## src/rtl/circle_engine.sv

```systemverilog
// Midpoint circle rasteriser: streams one outline or filled-disc pixel per clock
// to a VGA-style pixel writer, clipping anything outside the drawable area.
module circle_engine #(
    parameter int SCREEN_W = 160,
    parameter int SCREEN_H = 120,
    parameter int X_W      = 8,
    parameter int Y_W      = 7,
    parameter int R_W      = 8,
    parameter int COLOUR_W = 3
) (
    input  logic                clk,
    input  logic                rst,
    input  logic                start,
    input  logic                fill,
    input  logic [COLOUR_W-1:0] colour,
    input  logic [X_W-1:0]      centre_x,
    input  logic [Y_W-1:0]      centre_y,
    input  logic [R_W-1:0]      radius,
    output logic                done,
    output logic [X_W-1:0]      vga_x,
    output logic [Y_W-1:0]      vga_y,
    output logic [COLOUR_W-1:0] vga_colour,
    output logic                vga_plot
);

    localparam int XC = X_W + 2;
    localparam int YC = Y_W + 2;
    localparam int OW = R_W + 1;
    localparam int CW = R_W + 3;
    localparam logic signed [CW-1:0] CRIT_ONE = CW'(1);
    localparam logic signed [XC-1:0] SW_LIM   = XC'(SCREEN_W);
    localparam logic signed [YC-1:0] SH_LIM   = YC'(SCREEN_H);

    typedef enum logic [2:0] {S_IDLE, S_INIT, S_PLOT, S_STEP, S_DONE} state_t;

    state_t                state_q, state_d;
    logic                  fill_q, fill_d;
    logic [COLOUR_W-1:0]   colour_q, colour_d;
    logic [X_W-1:0]        cx_q, cx_d;
    logic [Y_W-1:0]        cy_q, cy_d;
    logic [R_W-1:0]        r_q, r_d;
    logic [OW-1:0]         ox_q, ox_d, oy_q, oy_d, cnt_q, cnt_d;
    logic signed [CW-1:0]  crit_q, crit_d;
    logic [2:0]            idx_q, idx_d;
    logic                  done_q, done_d, plot_q, plot_d;
    logic [X_W-1:0]        vx_q, vx_d;
    logic [Y_W-1:0]        vy_q, vy_d;
    logic [COLOUR_W-1:0]   vcol_q, vcol_d;

    logic [OW-1:0]         w_cur, oy_inc;
    logic                  span_end, iter_end, crit_pos, step_more;
    logic signed [CW-1:0]  oy_s, ox_s, crit_step;

    always_ff @(posedge clk or posedge rst) begin
        if (rst) begin
            state_q  <= S_IDLE;
            fill_q   <= 1'b0;
            colour_q <= '0;
            cx_q     <= '0;
            cy_q     <= '0;
            r_q      <= '0;
            ox_q     <= '0;
            oy_q     <= '0;
            cnt_q    <= '0;
            crit_q   <= '0;
            idx_q    <= '0;
            done_q   <= 1'b0;
            plot_q   <= 1'b0;
            vx_q     <= '0;
            vy_q     <= '0;
            vcol_q   <= '0;
        end else begin
            state_q  <= state_d;
            fill_q   <= fill_d;
            colour_q <= colour_d;
            cx_q     <= cx_d;
            cy_q     <= cy_d;
            r_q      <= r_d;
            ox_q     <= ox_d;
            oy_q     <= oy_d;
            cnt_q    <= cnt_d;
            crit_q   <= crit_d;
            idx_q    <= idx_d;
            done_q   <= done_d;
            plot_q   <= plot_d;
            vx_q     <= vx_d;
            vy_q     <= vy_d;
            vcol_q   <= vcol_d;
        end
    end

    // Span/octant bookkeeping and the midpoint step, shared by both comb blocks.
    always_comb begin
        w_cur     = idx_q[1] ? oy_q : ox_q;
        span_end  = (cnt_q == (w_cur << 1));
        iter_end  = fill_q ? (span_end && idx_q == 3'd3) : (idx_q == 3'd7);
        oy_inc    = oy_q + OW'(1);
        crit_pos  = !crit_q[CW-1] && (crit_q != '0);
        oy_s      = CW'(oy_inc);
        ox_s      = CW'(ox_q) - (crit_pos ? CRIT_ONE : '0);
        crit_step = crit_pos ? crit_q + ((oy_s - ox_s) <<< 1) + CRIT_ONE
                             : crit_q + (oy_s <<< 1) + CRIT_ONE;
        step_more = (oy_s <= ox_s);
    end

    always_comb begin
        state_d = state_q;
        case (state_q)
            S_IDLE: if (start) state_d = S_INIT;
            S_INIT: state_d = S_PLOT;
            S_PLOT: if (iter_end) state_d = S_STEP;
            S_STEP: state_d = step_more ? S_PLOT : S_DONE;
            S_DONE: if (!start) state_d = S_IDLE;
            default: state_d = S_IDLE;
        endcase
    end

    always_comb begin
        fill_d   = fill_q;
        colour_d = colour_q;
        cx_d     = cx_q;
        cy_d     = cy_q;
        r_d      = r_q;
        ox_d     = ox_q;
        oy_d     = oy_q;
        cnt_d    = cnt_q;
        crit_d   = crit_q;
        idx_d    = idx_q;
        case (state_q)
            S_IDLE: if (start) begin
                fill_d   = fill;
                colour_d = colour;
                cx_d     = centre_x;
                cy_d     = centre_y;
                r_d      = radius;
            end
            S_INIT: begin
                ox_d   = OW'(r_q);
                oy_d   = '0;
                crit_d = CRIT_ONE - CW'(r_q);
                idx_d  = '0;
                cnt_d  = '0;
            end
            S_PLOT: begin
                if (!fill_q) begin
                    idx_d = idx_q + 3'd1;
                end else if (span_end) begin
                    cnt_d = '0;
                    idx_d = idx_q + 3'd1;
                end else begin
                    cnt_d = cnt_q + OW'(1);
                end
            end
            S_STEP: begin
                oy_d   = oy_inc;
                ox_d   = ox_s[OW-1:0];
                crit_d = crit_step;
                idx_d  = '0;
                cnt_d  = '0;
            end
            default: ;
        endcase
    end

    // Outputs are registered from the next-state view so vga_plot lines up with PLOT.
    logic signed [XC-1:0] cx_x, oxx, oyx, cntx, px;
    logic signed [YC-1:0] cy_y, oxy, oyy, py;
    logic                 on_screen;

    always_comb begin
        cx_x = XC'(cx_d);
        oxx  = XC'(ox_d);
        oyx  = XC'(oy_d);
        cntx = XC'(cnt_d);
        cy_y = YC'(cy_d);
        oxy  = YC'(ox_d);
        oyy  = YC'(oy_d);
        px   = cx_x;
        py   = cy_y;
        if (!fill_d) begin
            case (idx_d)
                3'd0: begin px = cx_x + oxx; py = cy_y + oyy; end
                3'd1: begin px = cx_x + oyx; py = cy_y + oxy; end
                3'd2: begin px = cx_x - oyx; py = cy_y + oxy; end
                3'd3: begin px = cx_x - oxx; py = cy_y + oyy; end
                3'd4: begin px = cx_x - oxx; py = cy_y - oyy; end
                3'd5: begin px = cx_x - oyx; py = cy_y - oxy; end
                3'd6: begin px = cx_x + oyx; py = cy_y - oxy; end
                default: begin px = cx_x + oxx; py = cy_y - oyy; end
            endcase
        end else begin
            px = cx_x - (idx_d[1] ? oyx : oxx) + cntx;
            case (idx_d[1:0])
                2'd0: py = cy_y + oyy;
                2'd1: py = cy_y - oyy;
                2'd2: py = cy_y + oxy;
                default: py = cy_y - oxy;
            endcase
        end
        on_screen = !px[XC-1] && (px < SW_LIM) && !py[YC-1] && (py < SH_LIM);

        done_d = (state_d == S_DONE);
        plot_d = (state_d == S_PLOT) && on_screen;
        vcol_d = colour_d;
        vx_d   = vx_q;
        vy_d   = vy_q;
        if (state_d == S_PLOT) begin
            vx_d = px[X_W-1:0];
            vy_d = py[Y_W-1:0];
        end
    end

    assign done       = done_q;
    assign vga_plot   = plot_q;
    assign vga_x      = vx_q;
    assign vga_y      = vy_q;
    assign vga_colour = vcol_q;

endmodule

```

## config.mk

```make
export PLATFORM = sky130hd
export DESIGN_NAME = circle_engine
export DESIGN_NICKNAME = d
export VERILOG_FILES = /design/src/rtl/circle_engine.sv
export SDC_FILE = /design/constraint.sdc
export NUM_CORES = 1
export LEC_CHECK = 0
export BUFFER_PORTS_ARGS = -buffer_cell sky130_fd_sc_hd__buf_4
export CORE_MARGIN = 2
export CORE_UTILIZATION = 40
export DETAILED_ROUTE_END_ITERATION = 8
export PLACE_DENSITY = 0.58
export SLEW_MARGIN = 10
export SYNTH_ARGS = -nofsm -noshare
export SYNTH_HDL_FRONTEND = slang
export SYNTH_SLANG_ARGS = --single-unit
```

## constraint.sdc

```tcl
create_clock -name clk -period 6.8 [get_ports clk]
set_input_delay 0.68 -clock clk [delete_from_list [all_inputs] [get_ports clk]]
set_output_delay 0.68 -clock clk [all_outputs]
set_load 0.01 [all_outputs]
```

== After elaboration in Yosys (flattened, before gate mapping) ==
Cells that the tools add are included.

* Register bits after elaboration: 88
* Bits of input ports: 30
* Output and inout bits: 20
* Logic and storage cells: 107

* $add $sub $neg: 20
* Magnitude comparators: 3
* Eq/ne operators: 17
* Multiplexer cells: 30
* Reduce and logical (&&, ||, !) cells: 22

{| class="wikitable"
|+ Operators by type and width
! kind !! number
|-
| $pmux 9 s2 || 3
|-
| $pmux 9 s3 || 2
|-
| $mux 9 || 4
|-
| $pmux 10 s3 || 1
|-
| $sub 8x9->10 || 3
|-
| $mux 8 || 3
|-
| $add 11x11->11 || 2
|-
| $add 11x2->11 const B || 2
|-
| $pmux 11 s2 || 1
|-
| $add 8x9->10 || 2
|-
| $add 8x9->9 || 2
|-
| $add 9x1->9 const B || 2
|-
| $eq 3x2->1 const B || 6
|-
| $eq 3x3->1 const B || 6
|-
| $mux 3 || 6
|-
| $sub 8x9->9 || 2
|-
| $pmux 3 s5 || 1
|-
| $mux 7 || 2
|-
| $reduce_or 2->1 || 7
|-
| $mux 11 || 1
|-
| $reduce_bool 11->1 || 1
|-
| $add 10x10->10 || 1
|-
| $le 10x10->1 || 1
|-
| $lt 10x9->1 const B || 1
|-
| 18 further kinds || 30
|}

== Logic depth before layout (Yosys ltp) ==
* Depth in word-level cells: 14
* Mapped depth: 29

== Least setup slack after synthesis ==
OpenSTA, ideal clock, no wires.

* Path kind: register to register
* From: register idx_q[1]
* To: register plot_q, in the netlist vga_plot
* Data arrival time: 5.069 ns
* Slack: 1.619 ns
* Cell stages (with the launch flop): 27
* Buffers on the path: 6
* Cell sequence: dfrtp_1 buf_6 buf_6 mux2i_1 xor2_1 and4_1 nand2_1 mux2_2 buf_2 buf_1 buf_2 clkbuf_1 nand2_1 o21ai_0 fa_1 ha_1 a21o_1 a21oi_1 o21ai_0 a21oi_1 o21bai_1 a21oi_1 o21bai_1 a21oi_1 xnor2_1 nor2_1 a2111oi_2

* Word-level cells in the longest chain between the ends: 14
* Elaborated cells on any way between the ends: 48
* Classes of those cells: add/sub: 3; order compare: 2; eq/ne: 12; mux: 16; reduce/logical: 15

{| class="wikitable"
|+ Ends and longest elaborated chain
! what !! line !! RTL
|-
| start, declared || 44 || <nowiki>logic [2:0] idx_q, idx_d;</nowiki>
|-
| start signal, assigned || 83 || <nowiki>idx_q <= idx_d;</nowiki>
|-
| $mux 8 || 94 || <nowiki>w_cur = idx_q[1] ? oy_q : ox_q;</nowiki>
|-
| $eq 9x9->1 || 95 || <nowiki>span_end = (cnt_q == (w_cur << 1));</nowiki>
|-
| $mux 3 || 147 || <nowiki>end else if (span_end) begin</nowiki>
|-
| $mux 3 || 145 || <nowiki>if (!fill_q) begin</nowiki>
|-
| $pmux 3 s2 || 129 || <nowiki>case (state_q)</nowiki>
|-
| $mux 9, or another cell as far along || 192 || <nowiki>px = cx_x - (idx_d[1] ? oyx : oxx) + cntx;</nowiki>
|-
| $sub 8x9->10 / $reduce_or 2->1 (equally long branches) || -- ||
|-
| $add 10x10->10 / $pmux 10 s3 (equally long branches) || 192, 181 ||
|-
| $mux 10 || 180 || <nowiki>if (!fill_d) begin</nowiki>
|-
| $lt 10x9->1 / $logic_not 1->1 (equally long branches) || 200 || <nowiki>on_screen = !px[XC-1] && (px < SW_LIM) && !py[YC-1] && (py < SH_LIM);</nowiki>
|-
| $logic_and 1x1->1 (3 in a row) || 200 ||
|-
| $logic_and 1x1->1 (*) || 203 || <nowiki>plot_d = (state_d == S_PLOT) && on_screen;</nowiki>
|-
| net plot_d || 45 || <nowiki>logic done_q, done_d, plot_q, plot_d;</nowiki>
|-
| end signal, assigned || 85 || <nowiki>plot_q <= plot_d;</nowiki>
|-
| end, declared || 45 ||
|}

The timed path passes the listed nets; every way through them passes the cells marked *.
A chain may end at the register's enable or synchronous reset.

== Worst setup path after layout ==
Ends and elaborated chain as after synthesis.

==> reports/qor.txt <==
=================================================================================
Crit path DAT                                                             5.96 ns
Total clock buffers created by CTS                                              9
Vias                                                                         8462
Worst setup SP type                                                     flip-flop
Sequential cell area fraction in the yosys report                           0.233
Result of the run                                                    finished, final reports clean
H-tree lvl count                                                                3
Vias in the first global route                                               8131
Floorplan Core Area                                                     23300 um2
Share of the clock period used by the worst path after layout               0.841
Root Driver                                                          sky130_fd_sc_hd__clkbuf_16
Mean post-synth cell area                                                8.10 um2
Longest Clk Path Bufs                                                           2
Post-CTS resize count                                                           0
Number of failing hold endpoints at the final stage                             0
Fraction of synthesis flops using an asynchronous set or reset pin           1.00
Cell count after synthesis                                                   1164
Effective utilization at floorplan                                          0.404
Worst Hold Class                                                      in -> async
Source-to-sink clock delay at the later pin of the worst-skew pair        0.35 ns
Yosys warning total                                                             0
Remaining antenna violation count after routing                                 0
Worst-case headroom to the max-slew limit                                   0.337
Setup violation total in the final timing report                                0
Net Count, Synth                                                             1295
HPWL after detailed placement                                            22000 um
Via density per instance                                                     5.62
Most instantiated cells after synthesis                              sky130_fd_sc_hd__nand2_1, sky130_fd_sc_hd__nor2_1, sky130_fd_sc_hd__a21oi_1
Synthesized area                                                         9430 um2
I/O pin count                                                                  50
Unrepaired setup endpoints after global routing                             false
Post-CTS setup repair buffer count                                              0
Drt drc                                                                         0
Total clock sinks                                                              88
Max-cap check violation count                                                   0
TritonCTS clock tree                                                          yes
Number of antenna diodes                                                        0
I/O Buffers                                                                    49
Largest fanout of any net on the critical path                                 17
Cell types with the largest area share after synthesis               sky130_fd_sc_hd__dfrtp_1, sky130_fd_sc_hd__ha_1, sky130_fd_sc_hd__a21oi_1, sky130_fd_sc_hd__nand2_1, sky130_fd_sc_hd__xnor2_1
Synthesis-to-layout area growth                                             9.65%
Die W                                                                      158 um
Wire length of the first global-routing pass                             44500 um
Count of hold-fix buffers inserted at cts                                       0
Number of antenna violations at the first check in global routing               0
Count of state elements after synthesis                                        88
Number of iterations in the first detailed-routing pass                         5
Gp weighted congestion                                                      0.928
EDFF count, synth                                                               0
Most used flip-flop cell after synthesis                             sky130_fd_sc_hd__dfrtp_1
Share of the core filled with cells                                         0.443
Total routing resource utilization after global routing                     0.232
Most instantiated library cell after synthesis                       sky130_fd_sc_hd__nand2_1
Total gr overflow                                                               0
Layout Skew                                                            0.00734 ns
Least-Margin Pin Slew                                                    0.994 ns
Maximum achievable frequency                                              175 MHz
DIE AREA                                                                24800 um2
Start-to-end type of the worst setup path                              reg -> reg
Number of library cell types mapped by synthesis                               81
Site row count                                                                 56
Ratio of cells with drive above 1 in the final layout                       0.117
Cell type contributing the most total cell area after synthesis      sky130_fd_sc_hd__dfrtp_1
Max Transition Viols Final                                                      0
Final critical delay including setup and external delays                  5.72 ns
Worst endpoint required time                                              7.04 ns
Final nets                                                                   1312
Pin count of the biggest net entering global routing                           67
Sort of element at the end of the critical path                         flip-flop
Clock Pin Slew Worst Setup and Hold Paths                                 0.06 ns
Die height                                                                 158 um
Wire length reported by the detailed router                              28000 um
Avg WL per Cell                                                           18.6 um
1st-iter DRT viols                                                            706
Setup TNS                                                                    0 ns
Yosys top cell area share                                                   0.233
=================================================================================
## path summary, 6_finish.rpt
kind	startpoint	end	slack, ns	depth (start not counted)
max	idx_q[1]$_DFF_PP0_	vga_plot$_DFF_PP0_	1.08	21
min	rst	vga_colour[2]$_DFFE_PP0P_	0.29	2
max reg2reg	idx_q[1]$_DFF_PP0_	vga_plot$_DFF_PP0_	1.08	21
min reg2reg	vga_colour[1]$_DFFE_PP0P_	vga_colour[1]$_DFFE_PP0P_	0.51	1
max in group asynchronous	rst	cnt_q[3]$_DFF_PP0_	5.33	3
min in group clk	vga_colour[1]$_DFFE_PP0P_	vga_colour[1]$_DFFE_PP0P_	0.51	1
## layout make-up
cell class                      instances  area [um2]
Clock buffer                           14         274
Multi-Input combinational cell        934        6650
Sequential cell                        88        2200
Inverter                               84         330
Tap cell                              319         399
Timing Repair Buffer                   64         480
Clock inverter                          2        12.5
Fill cell                            2358       13000
## cell usage in the layout (no fill, tap or decap), drive strengths merged, types with 5 or more instances in the layout
cell and count:
mux2 33, a21boi 7, ha 85, o22ai 8, fa 16, o21bai 10
or3 6, nand2b 7, xor2 32, o21a 8, nor3b 5, mux2i 35
a21o 17, o31ai 7, xnor2 49, o31a 5, and3 7, nor2b 18
nand3 41, o2111ai 5, o21ai 87, a22oi 7, nand4 6, nor4 7
a31oi 8, inv 83, nor2 101, buf 64, a21oi 92, nand2 119
dfrtp 88, nor3 19, o211ai 19, a211oi 8, clkbuf 14
## through the flow
| step | setup slack [ns] | instances | hold WS [ns] | instance area [um2] |
|---|---|---|---|---|
| global placement | 1.28 | 1489 | 0.492 | 10100 |
| global route | 0.515 | 1505 | 0.306 | 10300 |
| finish | 1.08 | 1505 | 0.294 | 10300 |
| floorplan | 1.62 | 1164 | 0.482 | 9430 |
| CTS | 1.09 | 1505 | 0.297 | 10300 |
| detailed placement | 1.13 | 1489 | 0.497 | 10100 |
## critical path: stages, from the launching register on
cell	delay, ns
sky130_fd_sc_hd__dfrtp_1	0.73
sky130_fd_sc_hd__mux2i_1	0.27
sky130_fd_sc_hd__mux2_2	0.36
sky130_fd_sc_hd__nand4_1	0.13
sky130_fd_sc_hd__o21ai_1	0.16
sky130_fd_sc_hd__a221oi_4	0.74
sky130_fd_sc_hd__inv_2	0.34
sky130_fd_sc_hd__a22oi_1	0.25
sky130_fd_sc_hd__a21oi_1	0.08
sky130_fd_sc_hd__or4_1	0.46
sky130_fd_sc_hd__ha_1	0.32
sky130_fd_sc_hd__nor2b_1	0.14
sky130_fd_sc_hd__o21ai_0	0.19
sky130_fd_sc_hd__a21boi_0	0.14
sky130_fd_sc_hd__o21ai_0	0.16
sky130_fd_sc_hd__nand2b_1	0.10
sky130_fd_sc_hd__xor2_1	0.15
sky130_fd_sc_hd__mux2i_1	0.19
sky130_fd_sc_hd__nand2_1	0.07
sky130_fd_sc_hd__a21boi_0	0.20
sky130_fd_sc_hd__o41ai_1	0.12
sky130_fd_sc_hd__a2111oi_2	0.28
## cell families (layout without fill, tap and decap cells)
logic type	after synthesis	in the layout	share of synthesized area
compound gates	324	324	0.222
xor+xnor	82	82	0.0776
simple gates	358	358	0.178
mux	69	69	0.0789
buf+inv	142	164	0.0631
fa+ha+maj	101	101	0.147
flops	88	88	0.233
## per-layer routing
layer  part of all wire  track usage
met4              0.040       0.0957
met3              0.054       0.0318
met1               0.45        0.314
met5                  0            0
met2               0.46        0.371
## sequential cells by signal, indices dropped and copies added (netlist names)
register and count:
crit_q 11, cnt_q 9, ox_q 9, oy_q 9, cx_q 8, r_q 8, vga_x 8, cy_q 7
vga_y 7, idx_q 3, state_q 3, vga_colour 3, done 1, fill_q 1, vga_plot 1
Power is not shown: default switching activity piles up to over one toggle a cycle in this logic, so the estimate is an artifact.
